### config.mk
export PLATFORM = sky130hd
export DESIGN_NAME = board_store
export DESIGN_NICKNAME = d
export VERILOG_FILES = /design/src/rtl/board_store_pkg.sv /design/src/rtl/board_store_ram.sv /design/src/rtl/board_store.sv
export SDC_FILE = /design/constraint.sdc
export NUM_CORES = 1
export LEC_CHECK = 0
export BUFFER_PORTS_ARGS = -buffer_cell sky130_fd_sc_hd__buf_2
export CAP_MARGIN = 20
export CORE_ASPECT_RATIO = 1.25
export CORE_UTILIZATION = 40
export CTS_BUF_LIST = sky130_fd_sc_hd__clkbuf_8 sky130_fd_sc_hd__clkbuf_16
export DETAILED_ROUTE_END_ITERATION = 6
export GPL_TIMING_DRIVEN = 0
export SYNTH_ARGS = -nofsm -noshare
export SYNTH_HDL_FRONTEND = slang
export SYNTH_SLANG_ARGS = --single-unit
### constraint.sdc
create_clock -name clk -period 3.6 [get_ports clk]
set_input_delay 0 -clock clk [delete_from_list [all_inputs] [get_ports clk]]
set_output_delay 0 -clock clk [all_outputs]
set_load 0.02 [all_outputs]
### src/rtl/board_store_pkg.sv
// Shared types and helpers for the game-board store: cell encoding, sequencer states, addressing.
package board_store_pkg;

  typedef enum logic [1:0] {EMPTY = 2'd0, SHIP = 2'd1, HIT = 2'd2, MISS = 2'd3} cell_e;

  typedef enum logic {IDLE = 1'b0, CLEAR = 1'b1} fsm_t;

  function automatic int unsigned lin_addr(input int unsigned x, input int unsigned y,
                                           input int unsigned x_size);
    return x + y * x_size;
  endfunction

endpackage

### src/rtl/board_store_ram.sv
// Board array: one write port, two registered read-first game/renderer ports and a
// registered read-first port feeding the old-value side of the read-modify-write.
module board_store_ram #(
  parameter int DEPTH = 144,
  parameter int AW    = 8,
  parameter int DW    = 2
)(
  input  logic          clk,
  input  logic          rst,
  input  logic          we,
  input  logic [AW-1:0] waddr,
  input  logic [DW-1:0] wdata,
  input  logic          re1,
  input  logic [AW-1:0] raddr1,
  output logic [DW-1:0] rdata1,
  input  logic [AW-1:0] raddr2,
  output logic [DW-1:0] rdata2,
  input  logic [AW-1:0] raddr3,
  output logic [DW-1:0] rdata3
);
  logic [DW-1:0] mem [DEPTH];
  logic [DW-1:0] rd1_q, rd2_q, rd3_q;

  always_ff @(posedge clk)
    if (we) mem[waddr] <= wdata;

  always_ff @(posedge clk or posedge rst)
    if (rst) begin
      rd1_q <= '0;
      rd2_q <= '0;
      rd3_q <= '0;
    end else begin
      if (re1) rd1_q <= mem[raddr1];
      rd2_q <= mem[raddr2];
      rd3_q <= mem[raddr3];
    end

  assign rdata1 = rd1_q;
  assign rdata2 = rd2_q;
  assign rdata3 = rd3_q;
endmodule

### src/rtl/board_store.sv
// Game-board memory with clear sequencer, 2-stage RMW write pipe and live COUNT_VAL count.
// Optional range checking is enabled by defining BOARD_STORE_BOUNDS_CHECK_EN.
module board_store
  import board_store_pkg::*;
#(
  parameter int X_SIZE       = 12,
  parameter int Y_SIZE       = 12,
  parameter int X_ADDR_WIDTH = 4,
  parameter int Y_ADDR_WIDTH = 4,
  parameter int DATA_WIDTH   = 2,
  parameter int INIT_VAL     = 0,
  parameter int COUNT_VAL    = 1,
  localparam int CELLS  = X_SIZE * Y_SIZE,
  localparam int ADDR_W = $clog2(CELLS),
  localparam int CNT_W  = $clog2(CELLS + 1)
)(
  input  logic                    clk,
  input  logic                    rst,
  input  logic                    clr_req,
  input  logic [DATA_WIDTH-1:0]   clr_val,
  output logic                    busy,
  input  logic                    wr_en,
  input  logic [X_ADDR_WIDTH-1:0] wr_x,
  input  logic [Y_ADDR_WIDTH-1:0] wr_y,
  input  logic [DATA_WIDTH-1:0]   wr_data,
  input  logic                    rd1_en,
  input  logic [X_ADDR_WIDTH-1:0] rd1_x,
  input  logic [Y_ADDR_WIDTH-1:0] rd1_y,
  output logic [DATA_WIDTH-1:0]   rd1_data,
  output logic                    rd1_valid,
  input  logic [X_ADDR_WIDTH-1:0] rd2_x,
  input  logic [Y_ADDR_WIDTH-1:0] rd2_y,
  output logic [DATA_WIDTH-1:0]   rd2_data,
  output logic [CNT_W-1:0]        count,
  output logic                    oob_err
);
  localparam logic [DATA_WIDTH-1:0] CV   = DATA_WIDTH'(COUNT_VAL);
  localparam logic [DATA_WIDTH-1:0] IV   = DATA_WIDTH'(INIT_VAL);
  localparam logic [ADDR_W-1:0]     LAST = ADDR_W'(CELLS - 1);

  fsm_t                  state_q, state_d;
  logic [ADDR_W-1:0]     ptr_q, ptr_d, s1_addr_q, s1_addr_d;
  logic [DATA_WIDTH-1:0] fill_q, fill_d, s1_data_q, s1_data_d, s1_fdata_q, s1_fdata_d;
  logic [CNT_W-1:0]      count_q, count_d;
  logic                  s1_vld_q, s1_vld_d, s1_fwd_q, s1_fwd_d, rd1_vld_q, rd1_vld_d;
  logic                  clr_acc, wr_ok, wr_acc, rd1_acc, wr_oob, cnt_inc, cnt_dec;
  logic [ADDR_W-1:0]     wr_addr, rd1_addr, rd2_addr, ram_waddr;
  logic [DATA_WIDTH-1:0] old_val, ram_wdata, ram_rd1, ram_rd2, ram_old;
  logic                  ram_we;

  assign wr_addr  = ADDR_W'(lin_addr(32'(wr_x),  32'(wr_y),  X_SIZE));
  assign rd1_addr = ADDR_W'(lin_addr(32'(rd1_x), 32'(rd1_y), X_SIZE));
  assign rd2_addr = ADDR_W'(lin_addr(32'(rd2_x), 32'(rd2_y), X_SIZE));

  assign busy    = (state_q == CLEAR);
  assign clr_acc = (state_q == IDLE) && clr_req;
  assign wr_ok   = wr_en && !busy && !clr_req;
  assign wr_acc  = wr_ok && !wr_oob;
  assign rd1_acc = rd1_en && !busy;

  // Stage 2's RAM read sampled before the stage-1 commit landed, so a
  // same-cell write one cycle ahead supplies the old value instead.
  assign old_val = s1_fwd_q ? s1_fdata_q : ram_old;
  assign cnt_inc = s1_vld_q && (s1_data_q == CV) && (old_val != CV);
  assign cnt_dec = s1_vld_q && (s1_data_q != CV) && (old_val == CV);

  always_comb begin
    state_d = state_q;
    ptr_d   = ptr_q;
    fill_d  = fill_q;
    count_d = count_q;
    if (clr_acc) begin
      state_d = CLEAR;
      ptr_d   = '0;
      fill_d  = clr_val;
    end else if (state_q == CLEAR) begin
      ptr_d = ptr_q + ADDR_W'(1);
      if (ptr_q == LAST) begin
        state_d = IDLE;
        ptr_d   = '0;
        count_d = (fill_q == CV) ? CNT_W'(CELLS) : '0;
      end
    end
    if (cnt_inc)      count_d = count_q + CNT_W'(1);
    else if (cnt_dec) count_d = count_q - CNT_W'(1);
    s1_vld_d   = wr_acc;
    s1_addr_d  = wr_addr;
    s1_data_d  = wr_data;
    s1_fwd_d   = s1_vld_q && (s1_addr_q == wr_addr);
    s1_fdata_d = s1_data_q;
    rd1_vld_d  = rd1_acc;
  end

  always_ff @(posedge clk or posedge rst)
    if (rst) begin
      state_q    <= CLEAR;
      ptr_q      <= '0;
      fill_q     <= IV;
      count_q    <= '0;
      s1_vld_q   <= 1'b0;
      s1_fwd_q   <= 1'b0;
      s1_addr_q  <= '0;
      s1_data_q  <= '0;
      s1_fdata_q <= '0;
      rd1_vld_q  <= 1'b0;
    end else begin
      state_q    <= state_d;
      ptr_q      <= ptr_d;
      fill_q     <= fill_d;
      count_q    <= count_d;
      s1_vld_q   <= s1_vld_d;
      s1_fwd_q   <= s1_fwd_d;
      s1_addr_q  <= s1_addr_d;
      s1_data_q  <= s1_data_d;
      s1_fdata_q <= s1_fdata_d;
      rd1_vld_q  <= rd1_vld_d;
    end

  // Sweep and stage-2 commit never share a cycle: clear waits for IDLE.
  assign ram_we    = busy || s1_vld_q;
  assign ram_waddr = busy ? ptr_q  : s1_addr_q;
  assign ram_wdata = busy ? fill_q : s1_data_q;

  board_store_ram #(.DEPTH(CELLS), .AW(ADDR_W), .DW(DATA_WIDTH)) u_ram (
    .clk(clk), .rst(rst),
    .we(ram_we), .waddr(ram_waddr), .wdata(ram_wdata),
    .re1(rd1_acc), .raddr1(rd1_addr), .rdata1(ram_rd1),
    .raddr2(rd2_addr), .rdata2(ram_rd2),
    .raddr3(wr_addr), .rdata3(ram_old)
  );

  assign count     = count_q;
  assign rd1_valid = rd1_vld_q;

`ifdef BOARD_STORE_BOUNDS_CHECK_EN
  localparam logic [X_ADDR_WIDTH:0] XLIM = (X_ADDR_WIDTH+1)'(X_SIZE);
  localparam logic [Y_ADDR_WIDTH:0] YLIM = (Y_ADDR_WIDTH+1)'(Y_SIZE);
  logic rd1_oob, rd2_oob, oob_q, oob_d, rd1_oob_q, rd1_oob_d, rd2_oob_q;

  assign wr_oob  = ({1'b0, wr_x}  >= XLIM) || ({1'b0, wr_y}  >= YLIM);
  assign rd1_oob = ({1'b0, rd1_x} >= XLIM) || ({1'b0, rd1_y} >= YLIM);
  assign rd2_oob = ({1'b0, rd2_x} >= XLIM) || ({1'b0, rd2_y} >= YLIM);

  always_comb begin
    oob_d     = clr_acc ? 1'b0
              : oob_q | (wr_ok && wr_oob) | (rd1_acc && rd1_oob) | rd2_oob;
    rd1_oob_d = rd1_acc ? rd1_oob : rd1_oob_q;
  end

  always_ff @(posedge clk or posedge rst)
    if (rst) begin
      oob_q     <= 1'b0;
      rd1_oob_q <= 1'b0;
      rd2_oob_q <= 1'b0;
    end else begin
      oob_q     <= oob_d;
      rd1_oob_q <= rd1_oob_d;
      rd2_oob_q <= rd2_oob;
    end

  assign oob_err  = oob_q;
  assign rd1_data = rd1_oob_q ? '0 : ram_rd1;
  assign rd2_data = rd2_oob_q ? '0 : ram_rd2;
`else
  assign wr_oob   = 1'b0;
  assign oob_err  = 1'b0;
  assign rd1_data = ram_rd1;
  assign rd2_data = ram_rd2;
`endif

  cnt_range_a: assert property (@(posedge clk) disable iff (rst)
    !(cnt_inc && count_q == CNT_W'(CELLS)) && !(cnt_dec && count_q == '0));
endmodule

; ---- Word level (Yosys, flattened, before mapping)
; Memories as Yosys holds them, arrays and structs flattened. A register that Yosys moved wholly into a read port is not among the register bits.
; Cells that the tools add are included.
[word_totals]
register_bits = 34
mem_bits_rw = 288
in_bits = 33
output_inout_bits = 15
word_cells = 62
memories = 1
[mem_list]
columns = name, words, word_bits, rd, rd_clocked_by_memory_dff, write_ports, line_no
row1 = u_ram.mem, 144, 2, 3, 3, 1, board_store_ram.sv:21  ; logic [DW-1:0] mem [DEPTH];
[classes]
n_addsub = 6
multipliers = 3
eq_ne = 8
muxes = 17
bitwise_logic = 1
n_reduce_logical = 16
[op_table]
columns = cell, n
row1 = two-way mux 8 bit, 10
row2 = adder 4 x 8 -> 8 bit, 3
row3 = multiplier 4 x 2 -> 6 bit (second input constant), 3
row4 = adder 8 x 1 -> 8 bit (second input constant), 2
row5 = logical AND 1 bit, 9
row6 = equality test 8 bit, 1
row7 = equality test 8 bit (second input constant), 1
row8 = subtractor 8 x 1 -> 8 bit (second input constant), 1
row9 = equality test 2 x 1 -> 1 bit (second input constant), 3
row10 = nonzero test 3 bit, 2
row11 = two-way mux 1 bit, 5
row12 = two-way mux 2 bit, 2
row13 = != test 2 x 1 -> 1 bit (second input constant), 2
row14 = != test 3 x 1 -> 1 bit (second input constant), 1
row15 = AND reduction 3 bit, 1
row16 = zero test 1 bit, 2
row17 = nonzero test 2 bit, 1
row18 = logical OR 1 bit, 1
row19 = inverter 1 bit, 1

; ---- Depth between registers and ports, before layout
[depth]
word_depth = 7
depth_mapped = 13
ltp_nobuf = 10

; ---- By module
; From an unflattened synthesis, not the netlist that was laid out.
[unflattened]
cells_unflattened = 1306
area_unflattened_um2 = 19613.8
[by_module_without_submodules]
columns = mod, n_inst, cells_per_inst, area_per_inst_um2, seq_area_each_um2
row1 = board_store_ram, 1, 1025, 16920.0, 8798.4
row2 = board_store, 1, 281, 2693.8, 852.1

; ---- Worst setup path before layout
; OpenSTA, ideal clock, no wires.
[synth_path]
path_kind = reg2reg
startpoint = register state_q, in the netlist busy
endpoint = memory u_ram.mem[0][1] (data pin)
setup_ns = 0.400
arrival_time_ns = 2.299
required_ns = 3.200
setup_slack_ns = 0.901
stages_incl_launch_ff = 4
path_buffers = 2
period_less_slack_ns = 2.699
cell_sequence = dfstp_2 -> clkbuf_1 -> buf_1 -> mux2_2
[synth_via]
elab_chain_cells = 1
[synth_rtl]
columns = item, line_no
row1 = "start, declared", board_store.sv:41  ; fsm_t state_q, state_d;
row2 = "start signal, assigned", board_store.sv:107  ; state_q <= state_d;
row3 = two-way mux 2 bit, board_store.sv:122  ; assign ram_wdata = busy ? fill_q : s1_data_q;
row4 = named net ram_wdata[1], board_store.sv:48  ; logic [DATA_WIDTH-1:0] old_val, ram_wdata, ram_rd1, ram_rd2, ram_old;
row5 = "end, declared", board_store_ram.sv:21
; The timed path passes the listed nets, and every way through them passes these cells.

; ---- Final worst setup path
[layout_path]
startpoint = input rd1_y[1]
endpoint = register u_ram.rd1_q[1], in the netlist u_ram.rdata1[1] (read register of u_ram.mem)
[layout_via]
elab_chain_cells = 2
[layout_rtl]
columns = item, line_no
row1 = "start, declared", board_store.sv:28  ; input logic [Y_ADDR_WIDTH-1:0] rd1_y,
row2 = multiplier 4 x 2 -> 6 bit, board_store_pkg.sv:10  ; return x + y * x_size;
row3 = adder 4 x 8 -> 8 bit, board_store_pkg.sv:10
row4 = "end, declared", board_store_ram.sv:22  ; logic [DW-1:0] rd1_q, rd2_q, rd3_q;
; Every way passes these cells.
; A chain may end at the register's enable or synchronous reset.

==> flow_summary.json <==
{
  "fmax_mhz": 287,
  "clkLatencyLatePin_ps": 540,
  "final_common_cell": "edfxtp_1",
  "place_congestion": 0.992,
  "period_share": 0.967,
  "maxCapViolCount": 0,
  "clk_pin_slew_worst_paths_ps": 60,
  "fin_ws_ps": 118,
  "io_buffer_count": 43,
  "hold_viol": 0,
  "r2r_end": "u_ram.mem[137][1]",
  "dpl-instance-area_mm2": 0.0207,
  "die_x_um": 200,
  "hp-start": "wr_y[3]",
  "cts_tree": "yes",
  "leakagePower_nw": 7.42,
  "async_flop_share": 0.122,
  "ir_worst_vdd_mv": 0.557,
  "grtUsageTotal": 0.280,
  "post-route-min-period_ps": 3480,
  "rows": 90,
  "skew_ps": 23.0,
  "synth_area_mm2": 0.0197,
  "clock_path_buffers": 3,
  "r2r_start": "busy",
  "die_h_um": 250,
  "finalSetupViolations": 0,
  "most-common-layout-cells": "edfxtp_1 (288), mux4_2 (218), nor2_1 (181), buf_2 (73)",
  "grt_pass1_wl_mm": 99.7,
  "placed_cells": 2019,
  "r2r_cells": 6,
  "worstMarginPinSlew_ps": 1350,
  "syn-num-nets": 1393,
  "drt_iter0_markers": 1773,
  "remaining_drc_errors": 0,
  "slew_headroom": 0.0945,
  "coreArea_mm2": 0.0484,
  "dr.pass1.iters": 5,
  "area_growth_pct": 11.7,
  "synth_edf_count": 288,
  "ios": 48,
  "totalWireLength_mm": 69.9,
  "fin_nets": 1491,
  "dieArea_mm2": 0.0500,
  "antenna_found_initial": 1,
  "avgSynthCellArea_um2": 14.8,
  "vias": 14100,
  "synth_warnings": 0,
  "fillers": 4287,
  "drive_above_1_share": 0.265,
  "hold_class": "in -> reg",
  "grt_pass1_vias": 14000,
  "detail-route-antenna-nets": 0,
  "grt_remaining_overflow": 0,
  "start_util": 0.406,
  "r2r_slack_ps": 250,
  "seq_area_frac_synth": 0.491,
  "end_kind": "register",
  "final_cell_count_no_fill": 2099,
  "whs_path_depth": 3,
  "power.density_mw_per_mm2": 565,
  "crit_type": "in -> reg",
  "clockRootBuffer": "clkbuf_16",
  "slew_violations": 0,
  "cts_max_level": 2,
  "syn_inst": 1330,
  "start_kind": "input pin",
  "stdcell_area_mm2": 0.0220,
  "hpwl_mm": 48.8,
  "status": "finished, final reports clean",
  "viasPerCell": 6.70,
  "hold_end": "s1_addr_q[6]",
  "critical_path_required_ps": 4010,
  "wire_per_inst_um": 33.3,
  "cts.sinks": 328,
  "cts_made_buffers": 35,
  "grt_setup_unrepaired": "false",
  "ys_types": 70,
  "synth-seq-cells": 328,
  "ys.flop_type": "edfxtp_1",
  "cp_max_fo": 10,
  "arrival_ps": 3890,
  "grt_max_degree": 145,
  "dp_slack_ps": -592
}
==> cells in the mapped netlist, types with 7 or more instances <==
cell,instances,share of area
edfxtp_1,288,0.44
mux4_2,218,0.25
nor2_1,181,0.035
mux2i_1,67,0.034
nand2_1,67,0.013
dfrtp_1,39,0.050
clkbuf_1,38,0.0073
inv_1,31,0.0059
buf_2,30,0.0076
o21ai_0,25,0.0064
a21oi_1,24,0.0061
ha_1,24,0.015
nand3_1,22,0.0056
nor2b_1,15,0.0048
xnor2_1,15,0.0067
buf_4,14,0.0053
mux4_1,14,0.019
nor3_1,14,0.0036
mux2_2,12,0.0069
xor2_1,12,0.0053
a211oi_1,10,0.0038
and3_1,9,0.0029
buf_1,9,0.0017
nand2b_1,9,0.0029
a22o_1,8,0.0036
nand3b_1,8,0.0031
o221ai_1,7,0.0031
o22ai_1,7,0.0022
==> critical path, stage by stage <==
cell	delay (ps)
buf_2	130
ha_1	290
inv_1	50
fa_1	480
buf_2	340
buf_1	640
clkbuf_2	510
mux2i_1	490
o32ai_1	160
o21ai_0	180
nor2_1	60
nor3_1	430
o31ai_1	120
==> layer usage <==
layer | vias up | global-route usage | part of all wire
li1 | 5591 | - | -
met4 | 0 | 0.225 | 0.091
met3 | 296 | 0.0563 | 0.096
met1 | 7186 | 0.320 | 0.34
met2 | 999 | 0.458 | 0.48
met5 | - | 0 | 0
==> repair_timing <==
item | CTS | global route
setup endpoints to repair | 1 | 3
endpoints found under the hold margin | 56 | 0
buffers inserted | 0 | 0
gates resized for setup | 1 | 5
hold buffers | 15 | 0
==> worst max path at each step <==
stage	startpoint	to	slack, ps	cells after the start
after floorplan	busy	u_ram.mem[0][1]	900	3
after global placement	rd2_y[1]	u_ram.rdata2[0]	-590	12
after detailed placement	rd2_y[1]	u_ram.rdata2[0]	-590	12
after CTS	rd1_y[1]	u_ram.rdata1[1]	6	13
after global routing	rd1_y[1]	u_ram.rdata1[1]	60	13
final	rd1_y[1]	u_ram.rdata1[1]	120	13
==> registers in the layout, summed over array words and instances (netlist names) <==
| signal | flops |
|---|---|
| rd1_valid | 1 |
| count | 8 |
| s1_addr_q | 8 |
| s1_data_q | 2 |
| s1_fdata_q | 2 |
| s1_vld_q | 1 |
| u_ram.rdata2 | 2 |
| busy | 1 |
| ptr_q | 8 |
| s1_fwd_q | 1 |
| fill_q | 2 |
| u_ram.rdata1 | 2 |
| u_ram.mem | 288 |
| u_ram.rdata3 | 2 |
==> layout make-up <==
class                           instances  area, um2  share of cell area
Clock buffer                           38        940              0.0428
Multi-Input combinational cell        874       9430               0.430
Buffer                                 95        480              0.0219
Antenna cell                            1       2.50            0.000114
Sequential cell                       328       9650               0.440
Clock inverter                         25        116             0.00530
Timing Repair Buffer                   61        403              0.0184
Tap cell                              644        806              0.0367
Inverter                               33        124             0.00564
==> logic make-up (layout without fill, tap and decap cells) <==
kind of cell | after synthesis | in the layout | synth area share
compound gates | 146 | 146 | 0.0521
other cells | 1 | 2 | 0.000191
xor+xnor | 28 | 28 | 0.0129
simple gates | 358 | 358 | 0.0824
mux | 311 | 311 | 0.310
flops | 328 | 328 | 0.491
fa+ha+maj | 30 | 30 | 0.0214
buf+inv | 128 | 252 | 0.0306
==> where the power goes <==
group          switching [W]  internal, W  total [W]
logic                0.00273      0.00115    0.00388
registers           0.000189      0.00492    0.00511
clock network        0.00153      0.00188    0.00341
total                0.00445      0.00795     0.0124
==> through the flow <==
| step | total power [W] | util | hold slack, ps | setup TNS, ps |
|---|---|---|---|---|
| 2_1_floorplan | 0.00737 | - | 31.4 | 0 |
| 3_3_place_gp | 0.00889 | 0.427 | 113 | -136420 |
| 3_5_place_dp | 0.00893 | 0.428 | 115 | -1920 |
| 4_1_cts | 0.0123 | 0.453 | 13.3 | 0 |
| 5_1_grt | 0.0127 | 0.453 | 51.0 | 0 |
| 6_report | 0.0124 | 0.453 | 18.5 | 0 |
Power figures use the tool's default switching activity.
